File: config.mk
export PLATFORM = sky130hd
export DESIGN_NAME = falu_cmp_unit
export DESIGN_NICKNAME = d
export VERILOG_FILES = /design/src/rtl/falu_cmp_unit.sv
export SDC_FILE = /design/constraint.sdc
export NUM_CORES = 1
export LEC_CHECK = 0
export ABC_AREA = 1
export CAP_MARGIN = 20
export CELL_PAD_IN_SITES_DETAIL_PLACEMENT = 1
export CELL_PAD_IN_SITES_GLOBAL_PLACEMENT = 1
export CORE_AREA = 2 2 129 182
export DETAILED_ROUTE_END_ITERATION = 8
export DIE_AREA = 0 0 131 184
export PLACE_DENSITY = 0.91
export RECOVER_POWER = 25
export SLEW_MARGIN = 10
export SYNTH_ARGS = -nofsm -noshare
export SYNTH_HDL_FRONTEND = slang
export SYNTH_SLANG_ARGS = --single-unit
export TNS_END_PERCENT = 100
File: constraint.sdc
create_clock -name clk -period 4.46 [get_ports clk]
set_clock_uncertainty 0.1 [all_clocks]
set_input_delay 0.892 -clock clk [delete_from_list [all_inputs] [get_ports clk]]
set_output_delay 0.892 -clock clk [all_outputs]
set_load 0.1 [all_outputs]
File: src/rtl/falu_cmp_unit.sv
// falu_cmp_unit: registered IEEE-754 compare / min-max unit for the FALU.
// Handles FEQ, FLT, FLE, FMIN and FMAX on binary32 or binary64 operands.
// The result and NV flag appear one clock after the operands are accepted.
module falu_cmp_unit (
    input  logic        clk,
    input  logic        rst,
    input  logic        in_valid,
    input  logic [63:0] op1,
    input  logic [63:0] op2,
    input  logic        is_double,
    input  logic [2:0]  operation,
    output logic        out_valid,
    output logic [63:0] result,
    output logic        invalid
);

    typedef enum logic [2:0] {
        OP_FMIN = 3'b000,
        OP_FMAX = 3'b001,
        OP_FEQ  = 3'b010,
        OP_FLT  = 3'b011,
        OP_FLE  = 3'b100
    } cmp_op_e;

    localparam logic [63:0] CANON_NAN_DP = 64'h7FF8_0000_0000_0000;
    localparam logic [63:0] CANON_NAN_SP = 64'h0000_0000_7FC0_0000;

    // Per-operand fields, already reduced to the selected precision.
    // The magnitude holds {exponent, mantissa} right-aligned, so a plain
    // unsigned compare gives IEEE magnitude order, including subnormals
    // and infinities.
    logic        sign_a, sign_b;
    logic        exp_ones_a, exp_ones_b;
    logic        man_nz_a, man_nz_b;
    logic        man_msb_a, man_msb_b;
    logic [62:0] mag_a, mag_b;
    logic [63:0] val_a, val_b;

    // Derived classification and ordering terms.
    logic        nan_a, nan_b;
    logic        snan_a, snan_b;
    logic        any_nan, any_snan;
    logic        both_zero;
    logic        mag_lt, mag_gt, mag_eq;
    logic        total_lt;
    logic        ieee_lt;
    logic        ieee_eq;
    logic [63:0] canon_nan;

    // Next-cycle values captured by the output register.
    logic [63:0] result_next;
    logic        invalid_next;

    // Select the fields of each operand for the active precision; SP ignores the upper word.
    always_comb begin
        sign_a     = is_double ? op1[63]       : op1[31];
        sign_b     = is_double ? op2[63]       : op2[31];
        exp_ones_a = is_double ? (&op1[62:52]) : (&op1[30:23]);
        exp_ones_b = is_double ? (&op2[62:52]) : (&op2[30:23]);
        man_nz_a   = is_double ? (|op1[51:0])  : (|op1[22:0]);
        man_nz_b   = is_double ? (|op2[51:0])  : (|op2[22:0]);
        man_msb_a  = is_double ? op1[51]       : op1[22];
        man_msb_b  = is_double ? op2[51]       : op2[22];
        mag_a      = is_double ? op1[62:0]     : {32'b0, op1[30:0]};
        mag_b      = is_double ? op2[62:0]     : {32'b0, op2[30:0]};
        val_a      = is_double ? op1           : {32'b0, op1[31:0]};
        val_b      = is_double ? op2           : {32'b0, op2[31:0]};
        canon_nan  = is_double ? CANON_NAN_DP  : CANON_NAN_SP;
    end

    // Classify NaNs and build both orderings: IEEE (signed zeros equal) and total (-0 below +0).
    always_comb begin
        nan_a     = exp_ones_a & man_nz_a;
        nan_b     = exp_ones_b & man_nz_b;
        snan_a    = nan_a & ~man_msb_a;
        snan_b    = nan_b & ~man_msb_b;
        any_nan   = nan_a | nan_b;
        any_snan  = snan_a | snan_b;
        both_zero = (mag_a == 63'd0) && (mag_b == 63'd0);

        mag_lt = (mag_a < mag_b);
        mag_gt = (mag_a > mag_b);
        mag_eq = (mag_a == mag_b);

        // Differing signs: the negative operand is smaller. Same sign:
        // magnitude order, reversed for negatives.
        if (sign_a != sign_b) begin
            total_lt = sign_a;
        end else if (sign_a) begin
            total_lt = mag_gt;
        end else begin
            total_lt = mag_lt;
        end

        ieee_lt = total_lt & ~both_zero;
        ieee_eq = ((sign_a == sign_b) && mag_eq) || both_zero;
    end

    // Pick the result and NV flag for the requested operation; reserved codes give zeros.
    always_comb begin
        result_next  = 64'd0;
        invalid_next = 1'b0;

        case (cmp_op_e'(operation))
            OP_FEQ: begin
                result_next  = {63'd0, ieee_eq & ~any_nan};
                invalid_next = any_snan;
            end
            OP_FLT: begin
                result_next  = {63'd0, ieee_lt & ~any_nan};
                invalid_next = any_nan;
            end
            OP_FLE: begin
                result_next  = {63'd0, (ieee_lt | ieee_eq) & ~any_nan};
                invalid_next = any_nan;
            end
            OP_FMIN, OP_FMAX: begin
                invalid_next = any_snan;
                if (nan_a && nan_b) begin
                    result_next = canon_nan;
                end else if (nan_a) begin
                    result_next = val_b;
                end else if (nan_b) begin
                    result_next = val_a;
                end else if (operation == OP_FMIN) begin
                    result_next = total_lt ? val_a : val_b;
                end else begin
                    result_next = total_lt ? val_b : val_a;
                end
            end
            default: begin
                result_next  = 64'd0;
                invalid_next = 1'b0;
            end
        endcase
    end

    // Output register: reset wins over a simultaneous operation; idle cycles clear the outputs.
    always_ff @(posedge clk) begin
        if (rst) begin
            out_valid <= 1'b0;
            result    <= 64'd0;
            invalid   <= 1'b0;
        end else begin
            out_valid <= in_valid;
            result    <= in_valid ? result_next  : 64'd0;
            invalid   <= in_valid ? invalid_next : 1'b0;
        end
    end

endmodule

==> flow_metrics.env, run 1 <==
export IMPL_required_ns=4.59
export IMPL_antenna_left=0
export IMPL_synth_top_area_share_pct=18.6
export IMPL_row_count=65
export IMPL_placed_cell_area_sq_um=9680
export IMPL_fin_area_sq_um=9980
export IMPL_ys_flop_type="dfxtp_1"
export IMPL_ir_drop_v=0.000189
export IMPL_ioPinCount=201
export IMPL_post_cts_resized=0
export IMPL_cts_htree_levels=3
export IMPL_grt_use_total_pct=27.3
export IMPL_synth_distinct_cells=43
export IMPL_synthArstFlopShare_pct=0
export IMPL_worst_path_max_fanout=32
export IMPL_grt_max_degree=109
export IMPL_synth_most_common_cell="nand2_1"
export IMPL_fmax_ghz=0.244
export IMPL_cellLeakagePower_nw=4.75
export IMPL_cpMaxStageDelayCell="buf_2"
export IMPL_drtPass1Iterations=5
export IMPL_yosysWarningCount=0
export IMPL_crit_path_max_incr_delay_ns=0.49
export IMPL_relSlewSlack_pct=28.5
export IMPL_grt_pass1_wl_mm=51.5
export IMPL_maxSlewViolCount=0
export IMPL_portBuffers=200
export IMPL_antenna_cells=0
export IMPL_drive_above_1_share_pct=5.10
export IMPL_timing_hold_violations_final=0
export IMPL_root_buffer="clkbuf_16"
export IMPL_worst_pin_slew_ns=1.07
export IMPL_netlist_top_cell_by_area="nand2_1"
export IMPL_rsz0062_at_grt="no"
export IMPL_powerDensity_nw_per_um2=228
export IMPL_core_area_sq_um=22400
export IMPL_tritoncts="done"
export IMPL_critPathArrivalTime_ns=4.22
export IMPL_fin_nets=1641
export IMPL_period_minus_slack_ns=4.09
export IMPL_hp_class="input port to flip-flop"
export IMPL_holdBufCountCts=0
export IMPL_cts_setup_buffers=0
export IMPL_avgRoutedWirePerCell_um=18.9
export IMPL_grt_overflow_total=0
export IMPL_cp_end_kind="flip-flop"
export IMPL_drv_cap=0
export IMPL_wl_mm=33.1
export IMPL_syn_area_sq_um=7310
export IMPL_dp_hpwl_mm=25.4
export IMPL_path_class="input port to flip-flop"
export IMPL_yosys_top_cells_area="nand2_1, dfxtp_1, ha_1"
export IMPL_status="finished, final reports clean"
export IMPL_netlist_instances=1260
export IMPL_finalSetupTns_ns=0
export IMPL_cpMostUsedCell="nand2_1"
export IMPL_synthTopCellsByCount="nand2_1, inv_1, nand3_1, a21oi_1, o21ai_0"
export IMPL_clock_sinks=66
export IMPL_antenna_found_initial=0
export IMPL_synth_edf_count=0
export IMPL_place_congestion=0.970
export IMPL_die_x_um=131
export IMPL_cts_buffer_depth=2
export IMPL_vias=9540
export IMPL_die_y_um=184
export IMPL_start_util_pct=32.7
export IMPL_dieArea_sq_um=24100
export IMPL_ys_seq_area_share_pct=18.1
export IMPL_syn_to_final_growth_pct=36.5
export IMPL_path_cells="buf_2 -> nand2_1 -> ha_1 -> nand2_1 -> nor2_1 -> nand3b_1 -> nor2_2 -> inv_2 -> nor2_2 -> inv_1 -> nor2_1 -> nand2_1 -> nand3_2 -> nand2_2 -> nand2_4 -> nand2_4 -> inv_4 -> nand2_8 -> nand2_8 -> buf_12 -> nand2_1 -> o211ai_1 -> a21oi_1"
export IMPL_post_route_period_util_pct=91.7
export IMPL_critPathLaunchType="input port"
export IMPL_setup_violations=0
export IMPL_drc_errors=0
export IMPL_vias_per_cell=5.45
export IMPL_clk_pin_slew_ns=0.06
export IMPL_synth_seq_cells=66
export IMPL_drt_iter0_markers=560
export IMPL_synth_area_per_cell_sq_um=5.80
export IMPL_cts_buffers=9
export IMPL_grt_pass1_vias=9994
export IMPL_syn_nets=1456
export IMPL_power_mw=2.28
[cell families after synthesis]
family	synth area share, %
xor gates and xnor gates	0.120
DFF	18.1
buffers and inverters	14.9
and+or+nand+nor	39.4
adders and majority gates	10.4
AOI/OAI and AO/OA	17.1
[layer usage]
metal  wire length [um]  GRT usage [%]
met2              17000           50.0
met3               1550           3.96
met1              13100           30.7
met4               1410           11.9
met5                  0              0
[power breakdown]
group | internal, mW | leakage, nW | switching (mW)
Combinational | 0.335 | 4.07 | 0.583
Clock | 0.449 | 0.143 | 0.305
Sequential | 0.603 | 0.534 | 0.00417
Total | 1.39 | 4.75 | 0.892
[final cells by class]
type,count,area (sq um)
Tap cell,301,377
Clock inverter,4,51.3
Timing Repair Buffer,236,2320
Multi-Input combinational cell,930,4910
Inverter,202,761
Fill cell,3002,12400
Clock buffer,12,246
Sequential cell,66,1320
[flip-flops by register name (all words and copies together), names as in the netlist]
name       cells
invalid        1
result        64
out_valid      1
[through the flow]
| stage | cells | util [%] | setup WS (ns) | hold slack, ns |
|---|---|---|---|---|
| finish | 1751 | 44.6 | 0.370 | 0.987 |
| global placement | 1735 | 43.3 | 0.191 | 1.33 |
| detailed placement | 1735 | 43.3 | 0.0939 | 1.35 |
| CTS | 1751 | 44.6 | 0.469 | 0.981 |
| global route | 1751 | 44.6 | 0.0654 | 0.998 |
| floorplan | 1260 | - | 0.443 | 0.874 |
[path summary, 6_finish.rpt]
| kind | startpoint | endpoint | slack (ns) | cells after the start |
|---|---|---|---|---|
| min | rst | out_valid | 0.99 | 2 |
| max | is_double | result[14] | 0.37 | 23 |
[critical path, delay by kind of cell]
kind | cells | cell delay [ns]
AO/OA/AOI/OAI | 2 | 0.23
adder cells (fa/ha/maj) | 1 | 0.37
buffers and inverters | 5 | 0.92
AND/OR/NAND/NOR | 15 | 1.75
[cells in the final DEF, fill, tap and decap left out, types with 9 or more instances in the layout]
cell and n:
o211ai_1 32, dfxtp_1 66, nand3_1 140, o21ai_0 86, buf_4 32, clkdlybuf4s50_1 166
nor3_1 11, nor4_1 34, dlygate4sd3_1 33, nand2_1 362, clkbuf_16 9, ha_1 61
inv_1 194, a21oi_1 87, nand4_1 32, nor2_1 45
Power figures use the tool's default switching activity.
==> inputs of run 2 (changes only) <==
--- a/config.mk
+++ b/config.mk
@@ -9,10 +9,10 @@
 export CAP_MARGIN = 20
 export CELL_PAD_IN_SITES_DETAIL_PLACEMENT = 1
 export CELL_PAD_IN_SITES_GLOBAL_PLACEMENT = 1
-export CORE_AREA = 2 2 129 182
+export CORE_AREA = 2 2 124 174
 export DETAILED_ROUTE_END_ITERATION = 8
-export DIE_AREA = 0 0 131 184
-export PLACE_DENSITY = 0.91
+export DIE_AREA = 0 0 126 176
+export PLACE_DENSITY = 0.95
 export RECOVER_POWER = 25
 export SLEW_MARGIN = 10
 export SYNTH_ARGS = -nofsm -noshare
==> constraint.sdc (replaced) <==
create_clock -name clk -period 5.2 [get_ports clk]
set_clock_uncertainty 0.1 [all_clocks]
set_input_delay 1.04 -clock clk [delete_from_list [all_inputs] [get_ports clk]]
set_output_delay 1.04 -clock clk [all_outputs]
set_load 0.1 [all_outputs]
==> run 2 against run 1 <==
  * Combinational power fell by 14%
  * Flip-flop and latch count stayed put
  * Critical endpoint is now result[53]
  * Power down 12%
  * Largest cell class unchanged
  * Routed wire length rose by 0.82%
  * Non-clock buffer count fell by 13
  * First-iteration DRC count is 34% higher
  * Via count rose by 1.9%
  * Final cell count fell by 3.3%
  * Design area decreased by 1.6%
  * Critical path depth stayed put
==> flow_metrics.env, run 2 (synthesis results as in run 1) <==
export IMPL_status="finished, final reports clean"
export IMPL_cts_buffers=9
export IMPL_required_ns=5.37
export IMPL_fin_nets=1628
export IMPL_setup_violations=0
export IMPL_dp_hpwl_mm=24.9
export IMPL_die_y_um=176
export IMPL_grt_max_degree=72
export IMPL_holdBufCountCts=0
export IMPL_cpMaxStageDelayCell="buf_2"
export IMPL_portBuffers=200
export IMPL_cts_buffer_depth=2
export IMPL_dieArea_sq_um=22200
export IMPL_fmax_ghz=0.231
export IMPL_drtPass1Iterations=6
export IMPL_core_area_sq_um=20500
export IMPL_hp_class="input port to flip-flop"
export IMPL_path_class="input port to flip-flop"
export IMPL_largestRegisters="result (64), invalid (1), out_valid (1)"
export IMPL_cpMostUsedCell="nand2_1"
export IMPL_avgRoutedWirePerCell_um=19.7
export IMPL_worst_pin_slew_ns=1.06
export IMPL_cts_htree_levels=3
export IMPL_syn_to_final_growth_pct=34.3
export IMPL_mostFrequentLayoutCells="nand2_1, inv_1, clkdlybuf4s50_1"
export IMPL_place_congestion=0.950
export IMPL_post_route_period_util_pct=83.1
export IMPL_clk_pin_slew_ns=0.06
export IMPL_worst_path_max_fanout=27
export IMPL_start_util_pct=35.7
export IMPL_top_register="result"
export IMPL_fillers=2825
export IMPL_relSlewSlack_pct=29.1
export IMPL_cts_setup_buffers=0
export IMPL_antenna_cells=0
export IMPL_ioPinCount=201
export IMPL_die_x_um=126
export IMPL_crit_path_max_incr_delay_ns=0.46
export IMPL_grt_overflow_total=0
export IMPL_row_count=62
export IMPL_clock_sinks=66
export IMPL_critPathLaunchType="input port"
export IMPL_timing_hold_violations_final=0
export IMPL_final_common_cell="nand2_1"
export IMPL_period_minus_slack_ns=4.32
export IMPL_instances_no_fill=1693
export IMPL_drv_cap=0
export IMPL_grt_pass1_vias=10215
export IMPL_vias=9720
export IMPL_maxSlewViolCount=0
export IMPL_powerDensity_nw_per_um2=205
export IMPL_power_mw=2.01
export IMPL_drc_errors=0
export IMPL_critPathArrivalTime_ns=4.49
export IMPL_tritoncts="done"
export IMPL_whs_ns=1.15
export IMPL_drive_above_1_share_pct=4.24
export IMPL_finalSetupTns_ns=0
export IMPL_antenna_left=0
export IMPL_cellLeakagePower_nw=4.68
export IMPL_grt_pass1_wl_mm=53.0
export IMPL_root_buffer="clkbuf_16"
export IMPL_path_cells="buf_2 -> buf_4 -> nand2_1 -> inv_1 -> ha_1 -> nand2_1 -> inv_1 -> nand3_1 -> inv_1 -> nand2_1 -> o211ai_1 -> a21oi_1 -> nand3_2 -> nand2_2 -> nand2_4 -> nand2_4 -> buf_4 -> nand2_1 -> nand3_1 -> nand3_1 -> nand2_1 -> nand3_1 -> nor2_1"
export IMPL_cp_end_kind="flip-flop"
export IMPL_largest_register_ffs=64
export IMPL_vias_per_cell=5.74
export IMPL_grt_use_total_pct=30.0
export IMPL_rsz0062_at_grt="no"
export IMPL_antenna_found_initial=0
export IMPL_post_cts_resized=0
export IMPL_wl_mm=33.4
export IMPL_drt_iter0_markers=751
export IMPL_ir_drop_v=0.000172
export IMPL_dp_cells=1677
export IMPL_utilization_pct=48.0
run 2: changes by cell type in the layout (fill, tap and decap cells not counted):
| cell | before | now |
|---|---|---|
| clkinvlp_4 | 1 | 2 |
| buf_4 | 32 | 21 |
| clkinv_4 | 1 | 0 |
| buf_12 | 4 | 2 |
| bufinv_16 | 1 | 2 |
| clkinv_2 | 1 | 0 |
run 2: critical path, delay by kind of cell:
kind                     cells  cell delay, ns
buffers and inverters        6            1.36
AND/OR/NAND/NOR             14            1.51
AO/OA/AOI/OAI                2            0.29
adder cells (fa/ha/maj)      1            0.26
run 2: layout make-up:
class | count | area (sq um) | area share [%]
Clock buffer | 12 | 246 | 2.51
Clock inverter | 4 | 75.1 | 0.764
Inverter | 202 | 761 | 7.74
Multi-Input combinational cell | 930 | 4910 | 49.9
Sequential cell | 66 | 1320 | 13.4
Tap cell | 256 | 320 | 3.26
Timing Repair Buffer | 223 | 2190 | 22.3
run 2: path summary, 6_finish.rpt:
check                     start    endpoint  cells past startpoint
worst max-delay path  is_double  result[53]                     23
worst min-delay path        rst   out_valid                      2
run 2: per-stage QoR:
stage / setup WS [ns] / area (sq um)
5_1_grt: 0.635 / 9820
4_1_cts: 0.943 / 9820
3_3_place_gp: 0.676 / 9500
2_1_floorplan: 1.04 / 7310
6_report: 0.878 / 9820
3_5_place_dp: 0.619 / 9500
run 2: layer usage:
layer	global-route usage [%]	routed length, um	share of wire (%)	up-vias
met1	32.4	12500	37	4627
met4	18.2	2050	6.1	0
li1	-	-	-	4517
met3	5.15	2240	6.7	145
met5	0	0	0	-
met2	54.1	16600	50	431
run 2: report_power, final:
| group | switching (mW) | internal, mW | total (mW) |
|---|---|---|---|
| Clock | 0.270 | 0.434 | 0.704 |
| Sequential | 0.00359 | 0.517 | 0.520 |
| Combinational | 0.506 | 0.284 | 0.791 |
==> inputs of run 3 (changes only) <==
--- a/config.mk
+++ b/config.mk
@@ -9,10 +9,10 @@
 export CAP_MARGIN = 20
 export CELL_PAD_IN_SITES_DETAIL_PLACEMENT = 1
 export CELL_PAD_IN_SITES_GLOBAL_PLACEMENT = 1
-export CORE_AREA = 2 2 124 174
+export CORE_AREA = 2 2 135 190
 export DETAILED_ROUTE_END_ITERATION = 8
-export DIE_AREA = 0 0 126 176
-export PLACE_DENSITY = 0.95
+export DIE_AREA = 0 0 137 192
+export PLACE_DENSITY = 0.88
 export RECOVER_POWER = 25
 export SLEW_MARGIN = 10
 export SYNTH_ARGS = -nofsm -noshare
==> constraint.sdc (replaced) <==
create_clock -name clk -period 3.9 [get_ports clk]
set_clock_uncertainty 0.1 [all_clocks]
set_input_delay 0.78 -clock clk [delete_from_list [all_inputs] [get_ports clk]]
set_output_delay 0.78 -clock clk [all_outputs]
set_load 0.1 [all_outputs]
==> run 3 against run 2 <==
  * Clock power is 33% higher
  * Global-route usage is 4.4 points lower
  * Clock-buffer cell count is 2 lower
  * Design area is 6.2% higher
  * Routed wire length is 1.5% higher
  * Sequential power is 33% higher
  * Sequential share of layout area is 0.78 points lower
  * Flip-flop and latch count stayed put
  * Power is 37% higher
  * Critical endpoint unchanged
==> flow_metrics.env, run 3 (synthesis results as in run 1) <==
export IMPL_multi_input_area_sq_um=4910
export IMPL_finalWorstSetupSlack_ns=0.205
export IMPL_min_delay_start="rst"
export IMPL_place_congestion=0.931
export IMPL_top_register="result"
export IMPL_rsz0062_at_grt="no"
export IMPL_clock_sinks=66
export IMPL_cts_htree_levels=3
export IMPL_drv_cap=0
export IMPL_mostFrequentLayoutCells="nand2_1, inv_1, clkdlybuf4s50_1"
export IMPL_p_seq_share_pct=25.1
export IMPL_holdBufCountCts=0
export IMPL_grt_pass1_vias=10327
export IMPL_drive_above_1_share_pct=7.60
export IMPL_fin_area_sq_um=10400
export IMPL_required_ns=4.09
export IMPL_fillers=3266
export IMPL_fin_nets=1678
export IMPL_intPower_mw=1.70
export IMPL_relSlewSlack_pct=30.6
export IMPL_grt_overflow_total=0
export IMPL_drc_errors=0
export IMPL_cts_buffers=9
export IMPL_row_count=68
export IMPL_ioPinCount=201
export IMPL_drtPass1Iterations=5
export IMPL_grt_max_degree=73
export IMPL_clock_power_share_pct=33.8
export IMPL_dp_hpwl_mm=26.2
export IMPL_wl_mm=33.9
export IMPL_grt_pass1_wl_mm=52.7
export IMPL_combPwrFrac_pct=41.1
export IMPL_post_route_period_util_pct=94.7
export IMPL_largestRegisters="result (64), invalid (1), out_valid (1)"
export IMPL_fmax_ghz=0.271
export IMPL_start_util_pct=29.8
export IMPL_swShare_pct=38.5
export IMPL_status="finished, final reports clean"
export IMPL_powerDensity_nw_per_um2=265
export IMPL_cp_end_kind="flip-flop"
export IMPL_antenna_left=0
export IMPL_antenna_found_initial=0
export IMPL_drt_iter0_markers=602
export IMPL_final_common_cell="nand2_1"
export IMPL_cp_endpoint="result[53]"
export IMPL_grt_use_total_pct=25.6
export IMPL_critPathArrivalTime_ns=3.88
export IMPL_cts_buffer_depth=2
export IMPL_maxSlewViolCount=0
export IMPL_regArea_sq_um=1320
export IMPL_startpoint="op2[25]"
export IMPL_timing_hold_violations_final=0
export IMPL_syn_to_final_growth_pct=42.6
export IMPL_dp_slack_ns=-0.105
export IMPL_tritoncts="done"
export IMPL_root_buffer="clkbuf_16"
export IMPL_p_sw_mw=1.06
export IMPL_antenna_cells=0
export IMPL_ir_drop_v=0.000145
export IMPL_largest_register_ffs=64
export IMPL_die_x_um=137
export IMPL_finalSetupTns_ns=0
export IMPL_post_cts_resized=0
export IMPL_dieArea_sq_um=26300
export IMPL_cellLeakagePower_nw=4.99
export IMPL_hp_class="input port to flip-flop"
export IMPL_placed_cell_area_sq_um=10100
export IMPL_vias=9653
export IMPL_setup_violations=0
export IMPL_critPathLaunchType="input port"
export IMPL_clk_pin_slew_ns=0.06
export IMPL_cts_setup_buffers=0
export IMPL_portBuffers=200
export IMPL_worst_path_max_fanout=38
export IMPL_period_minus_slack_ns=3.69
export IMPL_vias_per_cell=5.36
export IMPL_path_class="input port to flip-flop"
export IMPL_worst_pin_slew_ns=1.04
export IMPL_core_area_sq_um=24500
export IMPL_die_y_um=192
export IMPL_avgRoutedWirePerCell_um=18.8
[run 3: worst max-delay path: stages]
cell and delay [ns]:
clkdlybuf4s50_1 0.58, inv_1 0.12, ha_1 0.29, nand2_1 0.08, nor2_1 0.15, nand2_1 0.19, nor4_1 0.44, nand3_1 0.18
nand2_2 0.12, nand2_4 0.06, nand2_4 0.10, buf_12 0.21, nand2_1 0.09, nand3_1 0.08, nand3_1 0.11, nand2_1 0.10
nand3_1 0.09, nor2_1 0.09
[run 3: final cells by class]
type / instances / share of cell area [%]
Tap cell: 315 / 3.78
Clock inverter: 6 / 0.864
Timing Repair Buffer: 273 / 26.1
Sequential cell: 66 / 12.7
Inverter: 202 / 7.29
Multi-Input combinational cell: 930 / 47.1
Clock buffer: 10 / 2.20
[run 3: worst min path at each step]
stage / cells after the start / to / slack (ns)
2_1_floorplan: 1 / out_valid / 0.76
3_3_place_gp: 3 / out_valid / 1.22
3_5_place_dp: 3 / out_valid / 1.23
4_1_cts: 3 / out_valid / 0.86
5_1_grt: 2 / out_valid / 0.88
6_report: 2 / out_valid / 0.88
[run 3: per-layer routing]
metal | GRT usage (%) | wire length (um)
met1 | 28.7 | 13400
met4 | 12.2 | 1530
met3 | 3.43 | 1560
met5 | 0 | 0
met2 | 46.9 | 17400
[run 3: power by group through the flow]
stage	combinational, mW	sequential (mW)	clock (mW)
floorplan	0.540	0.817	0
global placement	1.07	0.710	0
detailed placement	1.11	0.710	0
CTS	1.12	0.695	0.949
global route	1.24	0.695	0.977
finish	1.13	0.694	0.933
[run 3: metrics by stage]
| stage | instances | hold slack [ns] | power (mW) | utilization (%) |
|---|---|---|---|---|
| final | 1802 | 0.884 | 2.76 | 42.6 |
| after global routing | 1802 | 0.885 | 2.91 | 42.6 |
| after CTS | 1801 | 0.862 | 2.76 | 42.4 |
| after detailed placement | 1785 | 1.23 | 1.82 | 41.1 |
| after global placement | 1785 | 1.22 | 1.78 | 41.1 |
| after floorplan | 1260 | 0.762 | 1.36 | - |
